<file path="src/rtl/seg_decoder_if.sv">
// Result channel of the 7-segment decoder: one decoded value per settled pattern.
// Handshake: a transfer happens on a rising edge where out_valid and out_ready are both high;
// once out_valid is raised, out_value/out_illegal/out_raw and out_valid itself stay constant until that transfer.
interface seg_decoder_if;
  logic       out_valid;
  logic       out_ready;
  logic [3:0] out_value;
  logic       out_illegal;
  logic [7:0] out_raw;

  modport master (
    output out_valid,
    output out_value,
    output out_illegal,
    output out_raw,
    input  out_ready
  );

  modport slave (
    input  out_valid,
    input  out_value,
    input  out_illegal,
    input  out_raw,
    output out_ready
  );
endinterface

</file>
<file path="src/rtl/seg_decoder.sv">
// Debounces an asynchronous 7-segment-plus-minus pattern, decodes it to a 4-bit
// two's-complement value (-4..+3) and presents each newly settled pattern once.
module seg_decoder #(
  parameter int STABLE_CYCLES = 4,
  parameter int ERR_W         = 8
) (
  input  logic             clk_2,
  input  logic             rst_n,
  input  logic [7:0]       seg_in,
  seg_decoder_if.master    res,
  output logic [ERR_W-1:0] err_count,
  output logic             fsm_state
);

  typedef enum logic {
    SETTLE  = 1'b0,
    PRESENT = 1'b1
  } state_t;

  localparam logic [7:0] CNT_LAST = 8'(STABLE_CYCLES - 1);

  state_t     state;
  state_t     state_nxt;
  logic [7:0] sync1;
  logic [7:0] seg_s;
  logic [7:0] cand;
  logic [7:0] last_acc;
  logic       none_acc;
  logic [7:0] cnt;

  logic       load_cand;
  logic       clr_cnt;
  logic       inc_cnt;
  logic       present;
  logic       accept;

  logic [3:0] dec_value;
  logic       dec_illegal;

  assign res.out_valid = (state == PRESENT);
  assign fsm_state     = state;

  always_comb begin
    dec_value   = 4'h0;
    dec_illegal = 1'b0;
    case (cand)
      8'h3F:   dec_value = 4'h0;
      8'h06:   dec_value = 4'h1;
      8'h5B:   dec_value = 4'h2;
      8'h4F:   dec_value = 4'h3;
      8'h86:   dec_value = 4'hF;
      8'hDB:   dec_value = 4'hE;
      8'hCF:   dec_value = 4'hD;
      8'hE6:   dec_value = 4'hC;
      default: dec_illegal = 1'b1;
    endcase
  end

  always_ff @(posedge clk_2 or negedge rst_n) begin
    if (!rst_n) begin
      state <= SETTLE;
    end else begin
      state <= state_nxt;
    end
  end

  // seg_s changes are only looked at in SETTLE; PRESENT waits solely on the consumer.
  always_comb begin
    state_nxt = state;
    load_cand = 1'b0;
    clr_cnt   = 1'b0;
    inc_cnt   = 1'b0;
    present   = 1'b0;
    accept    = 1'b0;
    case (state)
      SETTLE: begin
        if (seg_s != cand) begin
          load_cand = 1'b1;
          clr_cnt   = 1'b1;
        end else if (cnt == CNT_LAST && (none_acc || cand != last_acc)) begin
          present   = 1'b1;
          state_nxt = PRESENT;
        end else begin
          inc_cnt = 1'b1;
        end
      end
      PRESENT: begin
        if (res.out_ready) begin
          accept    = 1'b1;
          clr_cnt   = 1'b1;
          state_nxt = SETTLE;
        end
      end
      default: state_nxt = SETTLE;
    endcase
  end

  always_ff @(posedge clk_2 or negedge rst_n) begin
    if (!rst_n) begin
      sync1 <= 8'h00;
      seg_s <= 8'h00;
    end else begin
      sync1 <= seg_in;
      seg_s <= sync1;
    end
  end

  // The counter saturates so a pattern held forever never wraps back to the trigger value.
  always_ff @(posedge clk_2 or negedge rst_n) begin
    if (!rst_n) begin
      cand     <= 8'h00;
      cnt      <= 8'h00;
      last_acc <= 8'h00;
      none_acc <= 1'b1;
    end else begin
      if (load_cand) begin
        cand <= seg_s;
      end
      if (clr_cnt) begin
        cnt <= 8'h00;
      end else if (inc_cnt && cnt != 8'hFF) begin
        cnt <= cnt + 8'd1;
      end
      if (accept) begin
        last_acc <= cand;
        none_acc <= 1'b0;
      end
    end
  end

  always_ff @(posedge clk_2 or negedge rst_n) begin
    if (!rst_n) begin
      res.out_value   <= 4'h0;
      res.out_illegal <= 1'b0;
      res.out_raw     <= 8'h00;
    end else if (present) begin
      res.out_value   <= dec_value;
      res.out_illegal <= dec_illegal;
      res.out_raw     <= cand;
    end
  end

  always_ff @(posedge clk_2 or negedge rst_n) begin
    if (!rst_n) begin
      err_count <= '0;
    end else if (accept && res.out_illegal && err_count != {ERR_W{1'b1}}) begin
      err_count <= err_count + ERR_W'(1);
    end
  end

endmodule

</file>
<file path="src/flat_wrapper.sv">
// flat-port wrapper written by rule: the top's interface ports become plain ports
module seg_decoder_flat 
#(
  parameter int STABLE_CYCLES = 4,
  parameter int ERR_W         = 8
)
  (clk_2, rst_n, seg_in, err_count, fsm_state, res_out_valid, res_out_value, res_out_illegal, res_out_raw, res_out_ready);
  seg_decoder_if res_i ();
  input  logic clk_2;
  input  logic rst_n;
  input  logic [7:0] seg_in;
  output logic [ERR_W-1:0] err_count;
  output logic fsm_state;
  output wire logic [$bits(res_i.out_valid)-1:0] res_out_valid;
  output wire logic [$bits(res_i.out_value)-1:0] res_out_value;
  output wire logic [$bits(res_i.out_illegal)-1:0] res_out_illegal;
  output wire logic [$bits(res_i.out_raw)-1:0] res_out_raw;
  input wire logic [$bits(res_i.out_ready)-1:0] res_out_ready;
  assign res_out_valid = res_i.out_valid;
  assign res_out_value = res_i.out_value;
  assign res_out_illegal = res_i.out_illegal;
  assign res_out_raw = res_i.out_raw;
  assign res_i.out_ready = res_out_ready;
  seg_decoder #(.STABLE_CYCLES(STABLE_CYCLES), .ERR_W(ERR_W)) u_core (.clk_2(clk_2), .rst_n(rst_n), .seg_in(seg_in), .res(res_i), .err_count(err_count), .fsm_state(fsm_state));
endmodule
</file>
<file path="config.mk">
export PLATFORM = sky130hd
export DESIGN_NAME = seg_decoder_flat
export DESIGN_NICKNAME = d
export VERILOG_FILES = /design/src/rtl/seg_decoder_if.sv /design/src/rtl/seg_decoder.sv /design/src/flat_wrapper.sv
export SDC_FILE = /design/constraint.sdc
export NUM_CORES = 1
export LEC_CHECK = 0
export ABC_AREA = 1
export CELL_PAD_IN_SITES_DETAIL_PLACEMENT = 1
export CELL_PAD_IN_SITES_GLOBAL_PLACEMENT = 1
export CORE_ASPECT_RATIO = 0.5
export CORE_MARGIN = 2
export CORE_UTILIZATION = 43
export DETAILED_ROUTE_END_ITERATION = 7
export PLACE_DENSITY_LB_ADDON = 0.25
export SETUP_SLACK_MARGIN = 0.02
export SYNTH_ARGS = -nofsm -noshare
export SYNTH_HDL_FRONTEND = slang
export SYNTH_SLANG_ARGS = --single-unit
export TNS_END_PERCENT = 5
</file>
<file path="constraint.sdc">
create_clock -name clk_2 -period 2 [get_ports clk_2]
set_clock_uncertainty 0.1 [all_clocks]
set_input_delay 0.4 -clock clk_2 [delete_from_list [all_inputs] [get_ports clk_2]]
set_output_delay 0.4 -clock clk_2 [all_outputs]
set_load 0.02 [all_outputs]
</file>
==> results.sh, run 1 <==
export IMPL_status="finished clean"
export IMPL_clock_sinks=62
export IMPL_slowest_delay_ns=0.64
export IMPL_design_area_mm2=0.00392
export IMPL_diodes=0
export IMPL_tightest_slew_ns=0.438
export IMPL_h_tree_depth=3
export IMPL_final_cell_mix="100 x nand2_1, 57 x dfrtp_1, 35 x inv_1, 32 x clkdlybuf4s50_1, 31 x nor2_1"
export IMPL_core_area_mm2=0.00727
export IMPL_insertion_delay_ns=0.33
export IMPL_gp_congestion=0.909
export IMPL_p_total_uw=3020
export IMPL_num_io_pins=34
export IMPL_start_util_pct=44.1
export IMPL_drive_gt1_share_pct=19.7
export IMPL_path_cells="clkdlybuf4s50_1"
export IMPL_area_growth_pct=22.2
export IMPL_cp_max_fo=4
export IMPL_vias_per_cell=5.04
export IMPL_final_common_cell="nand2_1"
export IMPL_intPower_uw=2320
export IMPL_switching_share_pct=23.3
export IMPL_power_density_mw_per_mm2=771
export IMPL_dieArea_mm2=0.00821
export IMPL_placedInstanceArea_mm2=0.00359
export IMPL_dp_slack_ns=0.0334
export IMPL_layout_setup_ws_ns=0.0849
export IMPL_critPathRequiredTime_ns=1.50
export IMPL_clk_path_buf_depth=2
export IMPL_r2r_cells=9
export IMPL_period_needed_ns=1.92
export IMPL_final_setup_tns_ns=0
export IMPL_power_leakage_uw=0.00190
export IMPL_ant_nets=0
export IMPL_cp_num_buf_inv=1
export IMPL_rr_endpoint="u_core.err_count[5]$_DFFE_PN0P_"
export IMPL_min_period_over_period_pct=95.8
export IMPL_synth_seq_cells=62
export IMPL_finalNetCount=429
export IMPL_arrival_ns=1.42
export IMPL_instances_no_fill=517
export IMPL_grt_pass1_vias=2851
export IMPL_hold_path_class="register to register"
export IMPL_die_h_um=65.1
export IMPL_worstHoldEndpoint="u_core.seg_s[7]$_DFF_PN0_"
export IMPL_hpwl_um=5620
export IMPL_startpoint="u_core.err_count[6]$_DFFE_PN0P_"
export IMPL_cts_made_buffers=9
export IMPL_cts_tree="yes"
export IMPL_routed_wl_um=8080
export IMPL_drt_first_iter_violations=95
export IMPL_slowest_stage="clkdlybuf4s50_1"
export IMPL_fmax_ghz=0.522
export IMPL_dr_pass1_iters=4
export IMPL_final_hold_viol_count=0
export IMPL_critical_path_top_delay_family="buffers and inverters"
export IMPL_comb_power_share_pct=6.4
export IMPL_postSynthCellCount=376
export IMPL_ys_seq_area_share_pct=48.4
export IMPL_min_from="u_core.sync1[7]$_DFF_PN0_"
export IMPL_rows=22
export IMPL_grt_max_degree=63
export IMPL_r2r_setup_slack_ns=0.11
export IMPL_r2r_start="u_core.err_count[0]$_DFFE_PN0P_"
export IMPL_drc=0
export IMPL_yosysWarnings=0
export IMPL_die_x_um=126
export IMPL_power_frac_clock_pct=49.6
export IMPL_dp_cells=497
export IMPL_overflow=0
export IMPL_grt_pass1_wl_um=13800
export IMPL_criticalPathCategory="register to output port"
export IMPL_synth_nets=389
export IMPL_end_kind="output port"
export IMPL_p_seq_share_pct=44.0
export IMPL_grt_usage_pct=21.9
export IMPL_whs_path_depth=0
export IMPL_p_switching_uw=705
export IMPL_ys_types=35
export IMPL_peakVddDrop_mv=0.383
export IMPL_wire_per_inst_um=15.6
export IMPL_startpoint_type="register"
export IMPL_synth_area_per_cell_um2=8.53
export IMPL_clock_root_buffer="clkbuf_16"
export IMPL_io_buffers=33
export IMPL_setup_violations=0
export IMPL_slew_headroom_pct=70.7
export IMPL_fillers=875
export IMPL_clk_pin_slew_worst_paths_ns=0.05
export IMPL_antenna_found_initial=0
export IMPL_syn_area_mm2=0.00321
export IMPL_rsz0062_at_grt="true"
export IMPL_drv_cap=0
export IMPL_slew_viol_final=0
export IMPL_vias=2607
routing by layer:
layer  vias up  GRT usage [%]  part of all wire (%)
li1       1269              -                     -
met1      1280           25.9                    45
met2        38           38.3                    49
met3        20           6.61                   3.7
met4         0           8.24                   2.4
met5         -              0                     0
area by class of cell:
cell class	count	area, um2	area share [%]
clock buffers	11	233	5.94
well taps	96	120	3.06
repair buffers	40	393	10.0
flip-flops and latches	62	1560	39.7
multi-input cells	257	1390	35.4
inverters	46	178	4.53
clock inverters	5	50.0	1.28
power groups by stage:
stage	Sequential (uW)	Clock (uW)	Combinational, uW
floorplan	1330	0	127
global placement	1350	0	184
detailed placement	1350	0	192
CTS	1330	1530	196
global route	1340	1590	219
finish	1330	1500	192
worst max-delay path by stage:
stage / endpoint / slack, ns / cells past startpoint
after global placement: u_core.err_count[5]$_DFFE_PN0P_ / 0.13 / 8
final: err_count[6] / 0.08 / 1
after CTS: err_count[6] / 0.07 / 1
after global routing: u_core.err_count[5]$_DFFE_PN0P_ / 0.01 / 9
after floorplan: u_core.err_count[3]$_DFFE_PN0P_ / 0.27 / 7
after detailed placement: u_core.err_count[5]$_DFFE_PN0P_ / 0.03 / 8
cell families (layout without fill, tap and decap cells):
group                    count (synthesis)  after routing  share of synthesized area [%]
XOR/XNOR                                14             14                           4.06
buffers and inverters                   57            102                           8.70
flip-flops                              62             62                           48.4
AND/OR/NAND/NOR                        209            209                           31.2
AO/OA/AOI/OAI                           32             32                           6.87
adder cells (fa/ha/maj)                  2              2                          0.780
flip-flops by register name, indices dropped and copies added, names as in the netlist:
register                cells
u_core.res.out_illegal      1
u_core.cand                 8
u_core.cnt                  8
u_core.sync1                8
u_core.err_count            8
u_core.res.out_value        3
u_core.fsm_state            1
u_core.none_acc             1
u_core.seg_s                8
u_core.res.out_raw          8
u_core.last_acc             8
per-stage QoR:
stage / hold WS (ns) / utilization (%)
4_1_cts: 0.247 / 53.4
5_1_grt: 0.259 / 53.9
3_5_place_dp: 0.236 / 49.3
2_1_floorplan: 0.00441 / -
3_3_place_gp: 0.233 / 49.3
6_report: 0.248 / 53.9
cells in the mapped netlist, drive strengths merged:
cell / count / area [um2]
ha: 2 / 25.0
nand4: 11 / 68.8
clkinv: 2 / 10.0
nand2: 119 / 509
dfstp: 1 / 26.3
xor2: 9 / 78.8
dfrtp: 61 / 1530
o21ai: 28 / 200
and3: 1 / 6.26
inv: 44 / 168
nor3b: 2 / 20.0
nor3: 5 / 30.0
clkbuf: 1 / 3.75
nor2: 39 / 176
xnor2: 5 / 51.3
a21oi: 4 / 20.0
buf: 10 / 97.6
nand3: 29 / 168
or2: 1 / 6.26
nand3b: 2 / 15.0
what timing repair did:
| action | CTS | global route |
|---|---|---|
| endpoints found under the setup margin | 0 | 22 |
| setup buffers | 0 | 3 |
| resized for setup | 0 | 6 |
| endpoints found under the hold margin | 61 | 0 |
| hold buffers | 1 | 0 |
(Power assumes the default switching activity.)
==> run 2: changes to the inputs <==
--- a/config.mk
+++ b/config.mk
@@ -5,12 +5,12 @@
 export SDC_FILE = /design/constraint.sdc
 export NUM_CORES = 1
 export LEC_CHECK = 0
-export ABC_AREA = 1
 export CELL_PAD_IN_SITES_DETAIL_PLACEMENT = 1
 export CELL_PAD_IN_SITES_GLOBAL_PLACEMENT = 1
 export CORE_ASPECT_RATIO = 0.5
 export CORE_MARGIN = 2
-export CORE_UTILIZATION = 43
+export CORE_UTILIZATION = 45
+export CTS_CLUSTER_DIAMETER = 120
 export DETAILED_ROUTE_END_ITERATION = 7
 export PLACE_DENSITY_LB_ADDON = 0.25
 export SETUP_SLACK_MARGIN = 0.02
==> results.sh, run 2 <==
export IMPL_insertion_delay_ns=0.33
export IMPL_num_io_pins=34
export IMPL_grt_pass1_vias=2131
export IMPL_clk_pin_slew_worst_paths_ns=0.05
export IMPL_power_density_mw_per_mm2=816
export IMPL_area_growth_pct=35.8
export IMPL_slew_viol_final=0
export IMPL_end_kind="register"
export IMPL_clock_sinks=62
export IMPL_grt_usage_pct=21.9
export IMPL_ys_seq_area_share_pct=55.1
export IMPL_dr_pass1_iters=6
export IMPL_drt_first_iter_violations=96
export IMPL_cts_tree="yes"
export IMPL_drc=0
export IMPL_synth_edff_count=0
export IMPL_netlist_area_leader_share_pct=54.1
export IMPL_die_x_um=116
export IMPL_r2r_start="u_core.cand[1]$_DFFE_PN0P_"
export IMPL_overflow=0
export IMPL_ys_types=50
export IMPL_h_tree_depth=3
export IMPL_clk_path_buf_depth=2
export IMPL_drive_gt1_share_pct=34.2
export IMPL_final_core_util_pct=63.3
export IMPL_synth_commonest_cells="61 x dfrtp_1, 17 x mux2_2, 17 x nand2_1"
export IMPL_startpoint_type="register"
export IMPL_synthXorXnorAreaFrac_pct=7.76
export IMPL_layout_setup_ws_ns=-0.0349
export IMPL_min_period_over_period_pct=102
export IMPL_rsz0062_at_grt="true"
export IMPL_core_area_mm2=0.00606
export IMPL_postSynthCellCount=229
export IMPL_hpwl_um=4460
export IMPL_ant_nets=0
export IMPL_power_leakage_uw=0.00173
export IMPL_synthArstFlopShare_pct=100
export IMPL_synth_adder_area_share_pct=0.887
export IMPL_finalNetCount=301
export IMPL_start_util_pct=46.6
export IMPL_io_buffers=33
export IMPL_peakVddDrop_mv=0.648
export IMPL_dieArea_mm2=0.00695
export IMPL_muxShareOfSynthArea_pct=12.3
export IMPL_synth_top_family_by_area="simple AND/OR/NAND/NOR gates"
export IMPL_yosysWarnings=0
export IMPL_final_hold_viol_count=11
export IMPL_criticalPathCategory="register to register"
export IMPL_synth_seq_cells=62
export IMPL_antenna_found_initial=0
export IMPL_fmax_ghz=0.491
export IMPL_grt_max_degree=63
export IMPL_vias=2003
export IMPL_final_setup_tns_ns=-0.336
export IMPL_final_common_cell="dfrtp_1"
export IMPL_gp_congestion=0.900
export IMPL_setup_violations=13
export IMPL_slew_headroom_pct=66.9
export IMPL_synthSimpleGateAreaFrac_pct=14.4
export IMPL_grt_pass1_wl_um=11000
export IMPL_synth_top_cells_by_area="dfrtp_1 54%, mux2_2 6.8%, mux2_4 4.8%, xnor2_1 4.3%, xor2_1 3.4%"
export IMPL_cp_max_fo=10
export IMPL_synth_compound_area_share_pct=5.86
export IMPL_synth_flop_cell="dfrtp_1"
export IMPL_drv_cap=0
export IMPL_wire_per_inst_um=18.0
export IMPL_synth_top_cell_by_area="dfrtp_1"
export IMPL_failed_checks="negative hold slack, negative setup slack"
export IMPL_final_cell_mix="53 x dfrtp_1, 30 x clkdlybuf4s50_1, 25 x buf_4, 17 x nand2_1, 17 x mux2_2"
export IMPL_hold_path_class="primary input to asynchronous set/reset pin"
export IMPL_arrival_ns=2.14
export IMPL_period_needed_ns=2.03
export IMPL_syn_area_mm2=0.00282
export IMPL_rows=20
export IMPL_postCtsHoldBufs=0
export IMPL_p_total_uw=3120
export IMPL_diodes=0
export IMPL_cts_made_buffers=9
export IMPL_worst_hold_slack_ns=-0.00826
export IMPL_yosysMostFrequentCell="dfrtp_1"
export IMPL_rr_endpoint="u_core.res.out_raw[1]$_DFFE_PN0P_"
export IMPL_synth_nets=242
export IMPL_critPathRequiredTime_ns=2.11
export IMPL_synth_area_per_cell_um2=12.3
export IMPL_tightest_slew_ns=0.492
export IMPL_routed_wl_um=6840
export IMPL_vias_per_cell=5.27
export IMPL_status="finished with violations"
export IMPL_clock_root_buffer="clkbuf_16"
export IMPL_die_h_um=60.0
export IMPL_r2r_cells=6
export IMPL_r2r_setup_slack_ns=-0.03
==> run 2: cell count changes after synthesis, sizes merged, moves of 18 or more <==
| cell | change |
|---|---|
| nand3 | -18 |
| nand2 | -102 |
| nor2 | -28 |
| o21ai | -25 |
| inv | -41 |
| mux2 | +26 |
==> run 2: stage by stage <==
step	setup WS [ns]	instance area (um2)	hold slack [ns]	cells
6_report	-0.0349	3830	-0.00826	380
5_1_grt	-0.116	3830	0.0154	380
4_1_cts	-0.0140	3770	0.00897	379
3_5_place_dp	-0.106	3410	0.236	364
3_3_place_gp	-0.0149	3410	0.232	364
2_1_floorplan	0.0655	2820	0.00441	229
==> run 2: worst max-delay path, stage by stage, from the launching register on <==
cell and delay [ns]:
dfrtp_2 0.46, xor2_1 0.19, nor4_2 0.36, nand3_1 0.18, nand4_4 0.16, buf_12 0.16
mux2_4 0.31
==> run 2: worst max-delay path by stage <==
stage | cells past startpoint | from | slack, ns | end
6_report | 6 | u_core.cand[1]$_DFFE_PN0P_ | -0.03 | u_core.res.out_raw[1]$_DFFE_PN0P_
3_3_place_gp | 7 | u_core.cnt[0]$_DFFE_PN0P_ | -0.01 | u_core.cnt[1]$_DFFE_PN0P_
2_1_floorplan | 7 | u_core.cand[0]$_DFFE_PN0P_ | 0.07 | u_core.res.out_illegal$_DFFE_PN0P_
5_1_grt | 6 | u_core.cand[1]$_DFFE_PN0P_ | -0.12 | u_core.res.out_raw[4]$_DFFE_PN0P_
4_1_cts | 6 | u_core.cand[2]$_DFFE_PN0P_ | -0.01 | u_core.cnt[2]$_DFFE_PN0P_
3_5_place_dp | 7 | u_core.cnt[0]$_DFFE_PN0P_ | -0.11 | u_core.cnt[1]$_DFFE_PN0P_
==> run 2: cell type report <==
cell class                 instances  area (um2)
clock buffer                      12         267
clock inverter                     3        42.5
fill                             611        2220
inverter                           3        11.3
multi-input combinational        150        1260
sequential                        62        1560
tap                               88         110
timing repair buffer              62         582
==> run 2: cells by family (layout without fill, tap and decap cells) <==
family,Yosys count,in the layout
flip-flops,62,62
multiplexers,28,28
buffers and inverters,17,80
adder cells (fa/ha/maj),2,2
AND/OR/NAND/NOR,72,72
AO/OA/AOI/OAI,23,23
XOR/XNOR,25,25
==> run 2: what timing repair did <==
item                       4_1_cts  5_1_grt
resized for setup               17       10
setup endpoints to repair       19       22
buffers inserted                 0        1
pin swaps                        4        5
==> run 2: metal layers <==
layer  track usage [%]  part of all wire (%)  up-vias
li1                  -                     -      925
met1              26.9                    44     1024
met5                 0                     0        -
met4              7.82                   1.7        0
met2              37.3                    51       41
met3              6.59                   3.6       13
==> run 2: power by group <==
group / internal (uW) / switching (uW) / total (uW)
logic: 104 / 97.4 / 201
clock network: 1060 / 528 / 1580
registers: 1300 / 42.3 / 1340
total: 2460 / 668 / 3120
==> run 3: changes to the inputs <==
--- a/config.mk
+++ b/config.mk
@@ -9,7 +9,7 @@
 export CELL_PAD_IN_SITES_GLOBAL_PLACEMENT = 1
 export CORE_ASPECT_RATIO = 0.5
 export CORE_MARGIN = 2
-export CORE_UTILIZATION = 45
+export CORE_UTILIZATION = 48
 export CTS_CLUSTER_DIAMETER = 120
 export DETAILED_ROUTE_END_ITERATION = 7
 export PLACE_DENSITY_LB_ADDON = 0.25
==> constraint.sdc (replaced) <==
create_clock -name clk_2 -period 2.6 [get_ports clk_2]
set_clock_uncertainty 0.1 [all_clocks]
set_input_delay 0.52 -clock clk_2 [delete_from_list [all_inputs] [get_ports clk_2]]
set_output_delay 0.52 -clock clk_2 [all_outputs]
set_load 0.02 [all_outputs]
==> results.sh, run 3 (synthesis results as in run 2) <==
export IMPL_grt_max_degree=40
export IMPL_final_seq_area_mm2=0.00155
export IMPL_peakVddDrop_mv=0.511
export IMPL_antenna_found_initial=0
export IMPL_cp_num_buf_inv=0
export IMPL_vias_per_cell=5.51
export IMPL_cts_resized=0
export IMPL_path_cells="ha_1 -> nor4b_1 -> nand4_2 -> mux2_4"
export IMPL_grt_pass1_vias=2052
export IMPL_critPathRequiredTime_ns=2.71
export IMPL_power_leakage_uw=0.00157
export IMPL_clock_sinks=62
export IMPL_num_io_pins=34
export IMPL_io_buffers=33
export IMPL_hold_path_class="primary input to asynchronous set/reset pin"
export IMPL_startpoint_type="register"
export IMPL_gp_congestion=0.804
export IMPL_h_tree_depth=3
export IMPL_setup_violations=0
export IMPL_crit_end="u_core.res.out_value[2]$_DFFE_PN0P_"
export IMPL_status="finished clean"
export IMPL_slew_viol_final=0
export IMPL_period_needed_ns=2.53
export IMPL_end_kind="register"
export IMPL_vias=1874
export IMPL_insertion_delay_ns=0.33
export IMPL_slowest_stage="nand4_2"
export IMPL_cts_made_buffers=9
export IMPL_dieArea_mm2=0.00654
export IMPL_path_depth=4
export IMPL_multiInputGateArea_mm2=0.00116
export IMPL_area_growth_pct=24.5
export IMPL_rows=19
export IMPL_clock_root_buffer="clkbuf_16"
export IMPL_rsz0062_at_grt="true"
export IMPL_r2r_start="u_core.cnt[1]$_DFFE_PN0P_"
export IMPL_final_cell_mix="61 x dfrtp_1, 32 x clkdlybuf4s50_1, 17 x nand2_1, 17 x mux2_2, 14 x xnor2_1"
export IMPL_die_h_um=58.2
export IMPL_grt_usage_pct=22.2
export IMPL_drv_cap=0
export IMPL_critical_path_top_delay_family="simple AND/OR/NAND/NOR gates"
export IMPL_clk_pin_slew_worst_paths_ns=0.05
export IMPL_finalNetCount=275
export IMPL_overflow=0
export IMPL_r2r_cells=4
export IMPL_power_density_mw_per_mm2=704
export IMPL_slowest_delay_ns=0.61
export IMPL_drt_first_iter_violations=141
export IMPL_postCtsHoldBufs=0
export IMPL_min_period_over_period_pct=97.1
export IMPL_startpoint="u_core.cnt[1]$_DFFE_PN0P_"
export IMPL_die_x_um=112
export IMPL_start_util_pct=50.5
export IMPL_grt_pass1_wl_um=10700
export IMPL_hpwl_um=3950
export IMPL_rr_endpoint="u_core.res.out_value[2]$_DFFE_PN0P_"
export IMPL_routed_wl_um=6330
export IMPL_wire_per_inst_um=18.6
export IMPL_cts_setup_buffers=0
export IMPL_cp_max_fo=13
export IMPL_cts_tree="yes"
export IMPL_dr_pass1_iters=4
export IMPL_drive_gt1_share_pct=19.9
export IMPL_fillers=559
export IMPL_fmax_ghz=0.396
export IMPL_slew_headroom_pct=46.1
export IMPL_core_area_mm2=0.00559
export IMPL_final_hold_viol_count=0
export IMPL_tightest_slew_ns=0.789
export IMPL_final_common_cell="dfrtp_1"
export IMPL_arrival_ns=2.64
export IMPL_criticalPathCategory="register to register"
export IMPL_diodes=0
export IMPL_r2r_setup_slack_ns=0.07
export IMPL_final_setup_tns_ns=0
export IMPL_worst_hold_slack_ns=0.0735
export IMPL_ant_nets=0
export IMPL_drc=0
export IMPL_clk_path_buf_depth=2
[run 3: cell type report]
| class | count | area share (%) |
|---|---|---|
| multi-input combinational | 150 | 33.1 |
| sequential | 62 | 44.2 |
| clock buffer | 13 | 7.70 |
| clock inverter | 3 | 1.85 |
| tap | 73 | 2.60 |
| timing repair buffer | 36 | 10.3 |
| inverter | 3 | 0.321 |
[run 3: worst min-delay path by stage]
stage | end | from | depth (start not counted) | slack, ns
CTS | u_core.cand[2]$_DFFE_PN0P_ | rst_n | 1 | 0.08
detailed placement | u_core.seg_s[1]$_DFF_PN0_ | u_core.sync1[1]$_DFF_PN0_ | 0 | 0.24
global placement | u_core.seg_s[0]$_DFF_PN0_ | u_core.sync1[0]$_DFF_PN0_ | 0 | 0.23
global route | u_core.cand[2]$_DFFE_PN0P_ | rst_n | 1 | 0.10
finish | u_core.cand[4]$_DFFE_PN0P_ | rst_n | 1 | 0.07
floorplan | u_core.cand[0]$_DFFE_PN0P_ | rst_n | 0 | 0.12
[run 3: stage by stage]
step / utilization [%] / power, uW / std cells / setup slack, ns / instance area (um2)
2_1_floorplan: - / 1110 / 229 / 0.666 / 2820
3_3_place_gp: 56.9 / 1150 / 324 / 0.316 / 3180
3_5_place_dp: 56.9 / 1160 / 324 / 0.189 / 3180
4_1_cts: 62.9 / 2500 / 340 / 0.0913 / 3510
5_1_grt: 62.9 / 2570 / 340 / -0.0971 / 3510
6_report: 62.9 / 2470 / 340 / 0.0743 / 3510
[run 3: where the power goes]
part           switching, uW  internal (uW)  leakage, uW
Combinational           53.0           53.6     0.000597
Clock                    414            915     0.000166
Sequential              41.5            997     0.000804
Total                    508           1970      0.00157
[run 3: layer usage]
metal | share of wire (%) | global-route usage, %
met1 | 43 | 26.0
met2 | 52 | 39.2
met3 | 4.1 | 9.10
met4 | 1.1 | 5.40
met5 | 0 | 0
==> patch (settings of run 2) <==
Register the output `err_count` once more; this adds one clock of latency there. The other outputs are not delayed to match.
--- a/src/rtl/seg_decoder.sv
+++ b/src/rtl/seg_decoder.sv
@@ -18,6 +18,8 @@
   } state_t;
 
   localparam logic [7:0] CNT_LAST = 8'(STABLE_CYCLES - 1);
+
+  logic [ERR_W-1:0] err_count_s0;
 
   state_t     state;
   state_t     state_nxt;
@@ -142,10 +144,14 @@
 
   always_ff @(posedge clk_2 or negedge rst_n) begin
     if (!rst_n) begin
-      err_count <= '0;
-    end else if (accept && res.out_illegal && err_count != {ERR_W{1'b1}}) begin
-      err_count <= err_count + ERR_W'(1);
+      err_count_s0 <= '0;
+    end else if (accept && res.out_illegal && err_count_s0 != {ERR_W{1'b1}}) begin
+      err_count_s0 <= err_count_s0 + ERR_W'(1);
     end
+  end
+
+  always_ff @(posedge clk_2) begin
+    err_count <= err_count_s0;
   end
 
 endmodule
Formal check against the unedited RTL: not equivalent (Yosys sat finds a counterexample within 10 cycles, from zero or initial values and one cycle with rst_n low).
==> patch against run 2 <==
  * The run ends with setup timing left
  * Final area rose by 5.1%
  * Largest power group unchanged
  * Cell count rose by 2.6%
  * Die area rose by 5.4%
  * Worst setup slack got worse by 110 ps
  * Total power rose by 11%
  * Synthesized cell count rose by 3.5%
  * Count of clock-buffer cells in the layout fell by 3
  * Synthesized area rose by 5.7%
  * Combinational power rose by 18%
  * Wire length rose by 20%
  * Largest cell class unchanged
  * Sequential cell count rose by 8
==> patch: results (changes against run 2) <==
* Outcome: finished with violations
* Failing checks: setup timing
* Number of antenna repair diodes at 0 (unchanged)
* # placed instances at 368 (+1.1%)
* DP Area at 3530 um2 (+3.5%)
* Static Leak at 1.80 nW (+3.9%)
* CTS Buf Count at 9 (unchanged)
* GR Util met1 at 0.288 (+0.0190)
* NumNets Final at 310 (+3.0%)
* Hold buffer count at cts at 1 (+1)
* Largest net degree at the start of global routing at 63 (unchanged)
* CTS resizes at 15 (-2)
* CTS root buf: clkbuf_16
* Fill cell count at 597 (-2.3%)
* Relative slew slack at 0.697 (+0.0280)
* DP Worst Slack at -115 ps (-8.40 ps)
* Post-Syn Nets at 250 (+3.3%)
* Longest Clk Path Bufs at 2 (unchanged)
* Ys Warns at 0 (unchanged)
* Post-synth ARST share at 0.886 (-0.114)
* Min-Delay Path Class: register to register
* Post-Synth Adder-Cell Area at 0.00839 (-0.000480)
* Post-synthesis xor/xnor area fraction at 0.0734 (-0.00420)
* GR Util met3 at 0.0583 (-0.00759)
* TNS Setup at -1680 ps (-1340 ps)
* Worst-path clk slew at 50 ps (about the same)
* Mean post-synth cell area at 12.6 um2 (+2.2%)
* Post-CTS setup buffers at 2 (+2)
* Worst EP arrival at 2260 ps (+120 ps)
* Area of the multi-input gates at 1280 um2 (+1.9%)
* WL final at 8220 um (+20%)
* Total GRT Usage at 0.234 (+0.0155)
* Post-DP HPWL at 4750 um (+6.6%)
* Final worst slack at -145 ps (-110 ps)
* Seq/Total Area, Yosys at 0.574 (+0.0239)
* Via density at 5.55 (+5.4%)
* Setup Viol. Count Final at 16 (+3)
* Detailed Route Iter0 Violations at 141 (+47%)
* Synth top area cells: dfrtp_1 (51%), mux2_2 (6.8%), dfxtp_1 (5.4%)
* Vias in the first global route at 2240 (+5.1%)
* Global Route met2 Usage at 0.411 (+0.0379)
* Routed wire per std cell at 21.1 um (+17%)
* Maximum VDD drop at 0.676 mV (+4.3%)
* First-pass GRT wire length at 12400 um (+12%)
* Gpl congestion at 0.799 (-11%)
* Ratio of cells with drive above 1 in the final layout at 0.321 (-0.0213)
* Post-synthesis mux area share at 0.117 (-0.00623)
* EDFF count, synth at 0 (unchanged)
* Post-synthesis compound-gate area fraction at 0.0650 (+0.00648)
* Drt first pass iters at 4 (-2)
* Post-synth top cells: dfrtp_1 (61), mux2_2 (18), nand2_1 (17)
* # H-tree levels at 3 (unchanged)
* I/O Buffers at 33 (unchanged)
* CP Max Fanout at 9 (-1)
* Initial antenna violation count at 0 (unchanged)
patch: cell types whose count changed after synthesis, sizes merged, moves of 2 or more:
cell     before  now
o21ai         3    6
nand3        11    9
nor2         11    7
and2          1    3
o2bb2ai       0    2
dfxtp         0    8
nor2b         3    1
patch: power by group:
| group | total, W | switching, W | internal [W] |
|---|---|---|---|
| sequential | 0.00149 | 0.0000355 | 0.00146 |
| combinational | 0.000237 | 0.000124 | 0.000113 |
| clock | 0.00173 | 0.000637 | 0.00110 |
| total | 0.00346 | 0.000796 | 0.00267 |
patch: layer usage:
metal  wire length (um)  vias to the layer above
met1               3690                     1132
met4                202                        0
li1                   -                      960
met2               3980                       52
met3                347                       22
met5                  0                        -
patch: worst paths after layout:
path	to	startpoint	depth (start not counted)	slack (ps)
worst max-delay path	u_core.res.out_raw[2]	u_core.seg_s[1]	6	-140
worst min-delay path	u_core.seg_s[0]	u_core.sync1[0]	0	240
worst max register to register	u_core.res.out_raw[2]	u_core.seg_s[1]	6	-140
worst min register to register	u_core.seg_s[0]	u_core.sync1[0]	0	240
max in group asynchronous	u_core.none_acc	rst_n	3	970
min in group asynchronous	u_core.res.out_raw[1]	rst_n	3	510
patch: area by class of cell:
| cell class | instances | area share |
|---|---|---|
| flip-flops and latches | 70 | 0.427 |
| multi-input cells | 149 | 0.318 |
| repair buffers | 63 | 0.145 |
| clock buffers | 9 | 0.0559 |
| well taps | 88 | 0.0273 |
| clock inverters | 7 | 0.0239 |
| inverters | 4 | 0.00373 |
patch: critical path, cell delays in order (launching register included):
cell,delay (ps)
dfrtp_1,410
xnor2_2,210
nand4_1,240
nor3_4,380
nand4_4,170
buf_12,200
mux2_4,300
